**src/rtl/membus_arbiter_fsm.sv**
```systemverilog
// -----------------------------------------------------------------------------
// membus_arbiter_fsm
//
// Shares the external memory port and the GPIO port between two MIPS cores.
// Each core posts a request and holds its access fields stable. The arbiter
// grants one core at a time in round-robin order. It latches that core's
// access, decodes the target from addr[DECODE_BIT] (0 = ext, 1 = GPIO), and
// issues a single-cycle strobe. It then waits for completion and returns read
// data with a one-cycle done pulse. External accesses complete on ready_ext.
// GPIO accesses complete after a fixed GPIO_LAT cycles.
//
// Optional feature, macro MEMBUS_TIMEOUT_EN:
//   When defined, an external access that sees no ready_ext within TIMEOUT
//   WAIT cycles is aborted. The core then gets done with err set.
//   When undefined, external WAIT is unbounded and err0/err1 are tied low.
//
// Ports:
//   clk, reset                    clock, asynchronous active-low reset
//   requestN, memreadN, memwriteN core N request and access type
//   addrN, writedataN             core N address / write data
//   grantN, doneN, errN           core N ownership, completion, abort flag
//   readdataN                     core N read-data register
//   memread_ext, memwrite_ext     external strobes
//   addr_ext, writedata_ext       external address / write data
//   readdata_ext, ready_ext       external read data / completion
//   memread_gpio, memwrite_gpio   GPIO strobes
//   addr_gpio, writedata_gpio     GPIO address / write data
//   readdata_gpio                 GPIO read data
// -----------------------------------------------------------------------------
module membus_arbiter_fsm #(
  parameter int GPIO_LAT   = 1,
  parameter int TIMEOUT    = 15,
  parameter int DECODE_BIT = 9
) (
  input  logic        clk,
  input  logic        reset,
  input  logic        request0,
  input  logic        request1,
  input  logic        memread0,
  input  logic        memread1,
  input  logic        memwrite0,
  input  logic        memwrite1,
  input  logic [15:0] addr0,
  input  logic [15:0] addr1,
  input  logic [7:0]  writedata0,
  input  logic [7:0]  writedata1,
  output logic        grant0,
  output logic        grant1,
  output logic        done0,
  output logic        done1,
  output logic        err0,
  output logic        err1,
  output logic [7:0]  readdata0,
  output logic [7:0]  readdata1,
  output logic        memread_ext,
  output logic        memwrite_ext,
  output logic [15:0] addr_ext,
  output logic [7:0]  writedata_ext,
  input  logic [7:0]  readdata_ext,
  input  logic        ready_ext,
  output logic        memread_gpio,
  output logic        memwrite_gpio,
  output logic [15:0] addr_gpio,
  output logic [7:0]  writedata_gpio,
  input  logic [7:0]  readdata_gpio
);

  // The WAIT counter only needs to reach GPIO_LAT-1 (<= 6) unless the
  // timeout feature needs it to reach TIMEOUT-1 (<= 254).
`ifdef MEMBUS_TIMEOUT_EN
  localparam int CNT_W = 8;
`else
  localparam int CNT_W = 3;
`endif

  localparam logic [CNT_W-1:0] GPIO_LAST = CNT_W'(GPIO_LAT - 1);
`ifdef MEMBUS_TIMEOUT_EN
  localparam logic [CNT_W-1:0] TIMEOUT_LAST = CNT_W'(TIMEOUT - 1);
`endif

  typedef enum logic [2:0] {
    S_IDLE,
    S_GRANT,
    S_ISSUE,
    S_WAIT,
    S_RESP
  } state_t;

  state_t r_state;
  state_t w_next_state;

  // Latched transaction of the current owner
  logic             r_owner;
  logic             r_last;
  logic [15:0]      r_addr;
  logic             r_rd;
  logic             r_wr;
  logic [7:0]       r_wdata;
  logic [CNT_W-1:0] r_cnt;
  logic [7:0]       r_readdata0;
  logic [7:0]       r_readdata1;
`ifdef MEMBUS_TIMEOUT_EN
  logic             r_err;
`endif

  logic       w_any_req;
  logic       w_owner_next;
  logic       w_tgt_gpio;
  logic       w_noop;
  logic       w_is_read;
  logic       w_wait_done;
  logic       w_abort;
  logic       w_capture;
  logic       w_drive;
  logic [7:0] w_rdata_sel;

  // Arbitration: with both cores requesting, the one that was not served last wins.
  assign w_any_req    = request0 | request1;
  assign w_owner_next = (request0 & request1) ? ~r_last : request1;

  assign w_tgt_gpio  = r_addr[DECODE_BIT];
  assign w_noop      = ~r_rd & ~r_wr;
  // With both memread and memwrite set, the access is treated as a write only.
  assign w_is_read   = r_rd & ~r_wr;
  assign w_rdata_sel = w_tgt_gpio ? readdata_gpio : readdata_ext;
  assign w_capture   = (r_state == S_WAIT) & w_wait_done & w_is_read & ~w_abort;
  assign w_drive     = (r_state == S_ISSUE) | (r_state == S_WAIT) | (r_state == S_RESP);

  assign readdata0 = r_readdata0;
  assign readdata1 = r_readdata1;

  // ---------------------------------------------------------------------------
  // FSM state register
  // ---------------------------------------------------------------------------
  // NOTE: sequential state uses non-blocking assignments so every flop samples
  // pre-edge values regardless of the order of the always blocks.
  always_ff @(posedge clk or negedge reset) begin
    if (!reset) r_state <= S_IDLE;
    else        r_state <= w_next_state;
  end

  // ---------------------------------------------------------------------------
  // WAIT completion: no-op, GPIO fixed latency, or external ready/timeout
  // ---------------------------------------------------------------------------
  always_comb begin
    // NOTE: every combinational output gets a default first, so no path can
    // leave it unassigned and infer a latch.
    w_wait_done = 1'b0;
    w_abort     = 1'b0;
    if (w_noop) begin
      w_wait_done = 1'b1;
    end else if (w_tgt_gpio) begin
      w_wait_done = (r_cnt == GPIO_LAST);
    end else begin
      w_wait_done = ready_ext;
`ifdef MEMBUS_TIMEOUT_EN
      if (!ready_ext && (r_cnt == TIMEOUT_LAST)) begin
        w_wait_done = 1'b1;
        w_abort     = 1'b1;
      end
`endif
    end
  end

  // ---------------------------------------------------------------------------
  // FSM next-state logic
  // ---------------------------------------------------------------------------
  always_comb begin
    w_next_state = r_state;
    unique case (r_state)
      S_IDLE:  if (w_any_req) w_next_state = S_GRANT;
      S_GRANT: w_next_state = S_ISSUE;
      S_ISSUE: w_next_state = S_WAIT;
      S_WAIT:  if (w_wait_done) w_next_state = S_RESP;
      S_RESP:  w_next_state = S_IDLE;
      default: w_next_state = S_IDLE;
    endcase
  end

  // ---------------------------------------------------------------------------
  // FSM outputs (Moore: derived from state and the latched transaction)
  // ---------------------------------------------------------------------------
  always_comb begin
    grant0         = 1'b0;
    grant1         = 1'b0;
    done0          = 1'b0;
    done1          = 1'b0;
    err0           = 1'b0;
    err1           = 1'b0;
    memread_ext    = 1'b0;
    memwrite_ext   = 1'b0;
    addr_ext       = '0;
    writedata_ext  = '0;
    memread_gpio   = 1'b0;
    memwrite_gpio  = 1'b0;
    addr_gpio      = '0;
    writedata_gpio = '0;

    if (r_state != S_IDLE) begin
      grant0 = ~r_owner;
      grant1 = r_owner;
    end

    if (r_state == S_RESP) begin
      done0 = ~r_owner;
      done1 = r_owner;
`ifdef MEMBUS_TIMEOUT_EN
      err0  = ~r_owner & r_err;
      err1  = r_owner & r_err;
`endif
    end

    // Only the decoded target sees address/data; the other port stays at 0.
    if (w_drive) begin
      if (w_tgt_gpio) begin
        addr_gpio      = r_addr;
        writedata_gpio = r_wdata;
        if (r_state == S_ISSUE) begin
          memread_gpio  = w_is_read;
          memwrite_gpio = r_wr;
        end
      end else begin
        addr_ext      = r_addr;
        writedata_ext = r_wdata;
        if (r_state == S_ISSUE) begin
          memread_ext  = w_is_read;
          memwrite_ext = r_wr;
        end
      end
    end
  end

  // ---------------------------------------------------------------------------
  // Transaction latch and round-robin pointer
  // ---------------------------------------------------------------------------
  always_ff @(posedge clk or negedge reset) begin
    if (!reset) begin
      r_owner <= 1'b0;
      r_last  <= 1'b1;
      r_addr  <= '0;
      r_rd    <= 1'b0;
      r_wr    <= 1'b0;
      r_wdata <= '0;
    end else begin
      if ((r_state == S_IDLE) && w_any_req) begin
        r_owner <= w_owner_next;
        r_addr  <= w_owner_next ? addr1      : addr0;
        r_rd    <= w_owner_next ? memread1   : memread0;
        r_wr    <= w_owner_next ? memwrite1  : memwrite0;
        r_wdata <= w_owner_next ? writedata1 : writedata0;
      end
      if (r_state == S_RESP) r_last <= r_owner;
    end
  end

  // ---------------------------------------------------------------------------
  // WAIT cycle counter: zero on entry to WAIT, cleared whenever outside WAIT
  // ---------------------------------------------------------------------------
  always_ff @(posedge clk or negedge reset) begin
    if (!reset)                r_cnt <= '0;
    else if (r_state == S_WAIT) r_cnt <= r_cnt + CNT_W'(1);
    else                       r_cnt <= '0;
  end

`ifdef MEMBUS_TIMEOUT_EN
  // Abort flag: its value at WAIT exit is held through RESP.
  always_ff @(posedge clk or negedge reset) begin
    if (!reset)                 r_err <= 1'b0;
    else if (r_state == S_WAIT) r_err <= w_abort;
  end
`endif

  // ---------------------------------------------------------------------------
  // Per-core read-data registers: updated only when a read completes normally
  // ---------------------------------------------------------------------------
  always_ff @(posedge clk or negedge reset) begin
    if (!reset) begin
      r_readdata0 <= '0;
      r_readdata1 <= '0;
    end else if (w_capture) begin
      if (r_owner) r_readdata1 <= w_rdata_sel;
      else         r_readdata0 <= w_rdata_sel;
    end
  end

endmodule

```
**config.mk**
```make
export PLATFORM = sky130hd
export DESIGN_NAME = membus_arbiter_fsm
export DESIGN_NICKNAME = d
export VERILOG_FILES = /design/src/rtl/membus_arbiter_fsm.sv
export SDC_FILE = /design/constraint.sdc
export NUM_CORES = 1
export LEC_CHECK = 0
export CAP_MARGIN = 20
export CORE_AREA = 2 2 87 89
export CTS_CLUSTER_DIAMETER = 50
export CTS_CLUSTER_SIZE = 40
export DETAILED_ROUTE_END_ITERATION = 16
export DIE_AREA = 0 0 89 91
export GPL_ROUTABILITY_DRIVEN = 0
export GPL_TIMING_DRIVEN = 0
export PLACE_DENSITY = 0.76
export SYNTH_ARGS = -nofsm -noshare
export SYNTH_HDL_FRONTEND = slang
export SYNTH_SLANG_ARGS = --single-unit
```
**constraint.sdc**
```tcl
create_clock -name clk -period 2.28 [get_ports clk]
set_clock_uncertainty 0.1 [all_clocks]
set_input_delay 0.228 -clock clk [delete_from_list [all_inputs] [get_ports clk]]
set_output_delay 0.228 -clock clk [all_outputs]
set_load 0.01 [all_outputs]
```
==> impl_metrics.yaml <==
worst_setup_path:
  path_class: "reg -> reg"
  critPathRequiredTime_ps: 2370
  cp-start-kind: "flip-flop"
  r2r_slack_ps: 80
  crit_arrival_ps: 2290
  critPathCaptureType: "flip-flop"
  path_max_fanout: 8
place:
  dpl.hpwl_um: 5910
  place_area_um2: 4290
  dpl_worst_slack_ps: -385
  io_buffers: 143
  dp.cells: 511
drt:
  ant_nets: 0
  drtIter0Drc: 78
  remaining_drc_errors: 0
  post_drt_wl_per_cell_um: 15.0
  first_pass_iters: 4
  wirelength_um: 7960
  vias: 2497
  vias_per_cell: 4.69
synth:
  synth-seq-area-share: 0.462
  async_flop_share: 1.00
  yosys.cell_types.count: 33
  synth_edf_count: 0
  ys_warn_count: 0
  synth.avg_cell_area_um2: 10.2
  synthCells: 266
  synth_ff_type: "dfrtp_1"
  ys_seq_elements: 50
  syn_area_um2: 2710
floorplanning:
  dieHeight_um: 91
  die_w_um: 89
  die-area_um2: 8100
  io_pins: 147
  design.core.area_um2: 7140
  initial_core_util: 0.380
  core.rowCount: 31
clocking:
  worstSkewPairLatency_ps: 290
  path_clk_slew_ps: 100
  cts_tree: "done"
  clock-root-buffer: "clkbuf_8"
  numCtsBuffers: 5
  clock_path_buffers: 2
  htreeDepth: 2
  cts_num_sinks: 50
power_and_ir_drop:
  p_leak_nw: 1.99
  peakVddDrop_mv: 0.538
  finalPower_mw: 5.24
  power.density_nw_per_um2: 1210
timing:
  hold_viol_final: 0
  fmax_mhz: 454
  period_needed_ps: 2200
  slew_headroom: 0.542
  fin_crit_sh: 0.966
  fin_ws_ps: 78.6
  setup_viol: 0
  tightest_slew_ps: 682
  maxSlewViolCount: 0
  fin_tns_setup_ps: 0
  grt_setup_unrepaired: "no"
  hold_ws_ps: 364
final_layout:
  final_common_cell: "clkdlybuf4s50_1"
  diodes: 0
  finalNonFillerCells: 532
  seqCellArea_um2: 1250
  fin_util: 0.608
  layout.nets: 507
  layout-drive-gt1-share: 0.275
  fin_area_um2: 4340
  areaGrowthSynthToFinish_pct: 59.9
  fillers: 668
  multi_input_area_um2: 1370
  final_cell_mix: "clkdlybuf4s50_1, dfrtp_1, and2_1"
outcome:
  status: "completed"
global_route:
  antenna_found_initial: 0
  grt_pass1_vias: 2571
  grt.overflow.total: 0
  grt.total_usage: 0.198
  grt_max_degree: 27
  grt_pass1_wl_um: 12700
hold_path:
  min_path_type: "in -> async"
flow_run:
  cap_violations: 0
==> per-layer routing <==
metal	wire, um	vias up	track usage
li1	-	1215	-
met1	3330	1202	0.254
met2	4090	74	0.341
met3	443	6	0.0373
met4	91	0	0.0460
met5	0	-	0
==> layout make-up <==
type | instances | area share
buffer | 21 | 0.0357
clock buffer | 5 | 0.0159
clock inverter | 3 | 0.00490
inverter | 3 | 0.00259
multi-input combinational | 194 | 0.316
sequential | 50 | 0.289
tap | 99 | 0.0285
timing repair buffer | 157 | 0.308
==> sequential cells by signal, summed over array words and instances (netlist names), 3 cells and up <==
name	flops
r_cnt	3
readdata1	8
r_state	3
r_wdata	8
r_addr	16
readdata0	8
==> repair_timing <==
action / CTS / global route
hold buffers: 1 / 0
setup endpoints to repair: 51 / 46
gates cloned: 2 / 0
pin swaps: 1 / 1
gates resized for setup: 70 / 89
buffers inserted: 10 / 0
hold endpoints to repair: 24 / 0
==> Yosys cell counts (2+ instances only) <==
library cell,number,area share
dfrtp_1,49,0.45
and2_1,46,0.11
nor2_1,36,0.050
a21oi_1,28,0.052
mux2i_1,26,0.096
mux2_2,25,0.10
buf_2,8,0.015
clkbuf_1,7,0.0097
and3_1,5,0.012
buf_4,4,0.011
inv_1,3,0.0041
nand2b_1,3,0.0069
nor3_1,3,0.0055
ha_1,2,0.0092
nand2_1,2,0.0028
nor2b_1,2,0.0046
==> logic make-up after synthesis <==
logic type                 share of synthesized area
other                                        0.00138
muxes                                          0.200
DFF                                            0.462
and+or+nand+nor                                0.214
adders and majority gates                    0.00922
AOI/OAI and AO/OA                             0.0655
buffers and inverters                         0.0452
xor gates and xnor gates                     0.00323
==> report_power, final <==
group | total [mW] | switching, mW | internal [mW]
clock | 0.526 | 0.310 | 0.216
sequential | 1.54 | 0.234 | 1.31
combinational | 3.17 | 1.54 | 1.63
total | 5.24 | 2.09 | 3.16
==> worst max-delay path: stages (launching register included) <==
cell,delay [ps]
dfrtp_1,390
buf_6,120
and2b_2,240
buf_4,120
nand2_2,80
nor4_4,640
mux2_2,410
==> final timing paths <==
kind                                         from                       end  cells after the start
min in group clk               r_cnt[0]$_DFF_PN0_        r_cnt[0]$_DFF_PN0_                      1
max                        r_state[2]$_DFFE_PN0P_  readdata0[6]$_DFFE_PN0P_                      6
min reg2reg                    r_cnt[0]$_DFF_PN0_        r_cnt[0]$_DFF_PN0_                      1
max reg2reg                r_state[2]$_DFFE_PN0P_  readdata0[6]$_DFFE_PN0P_                      6
max in group asynchronous                   reset        r_last$_DFFE_PN1N_                      3
min                                         reset  readdata1[7]$_DFFE_PN0P_                      2
Power figures use the tool's default switching activity.
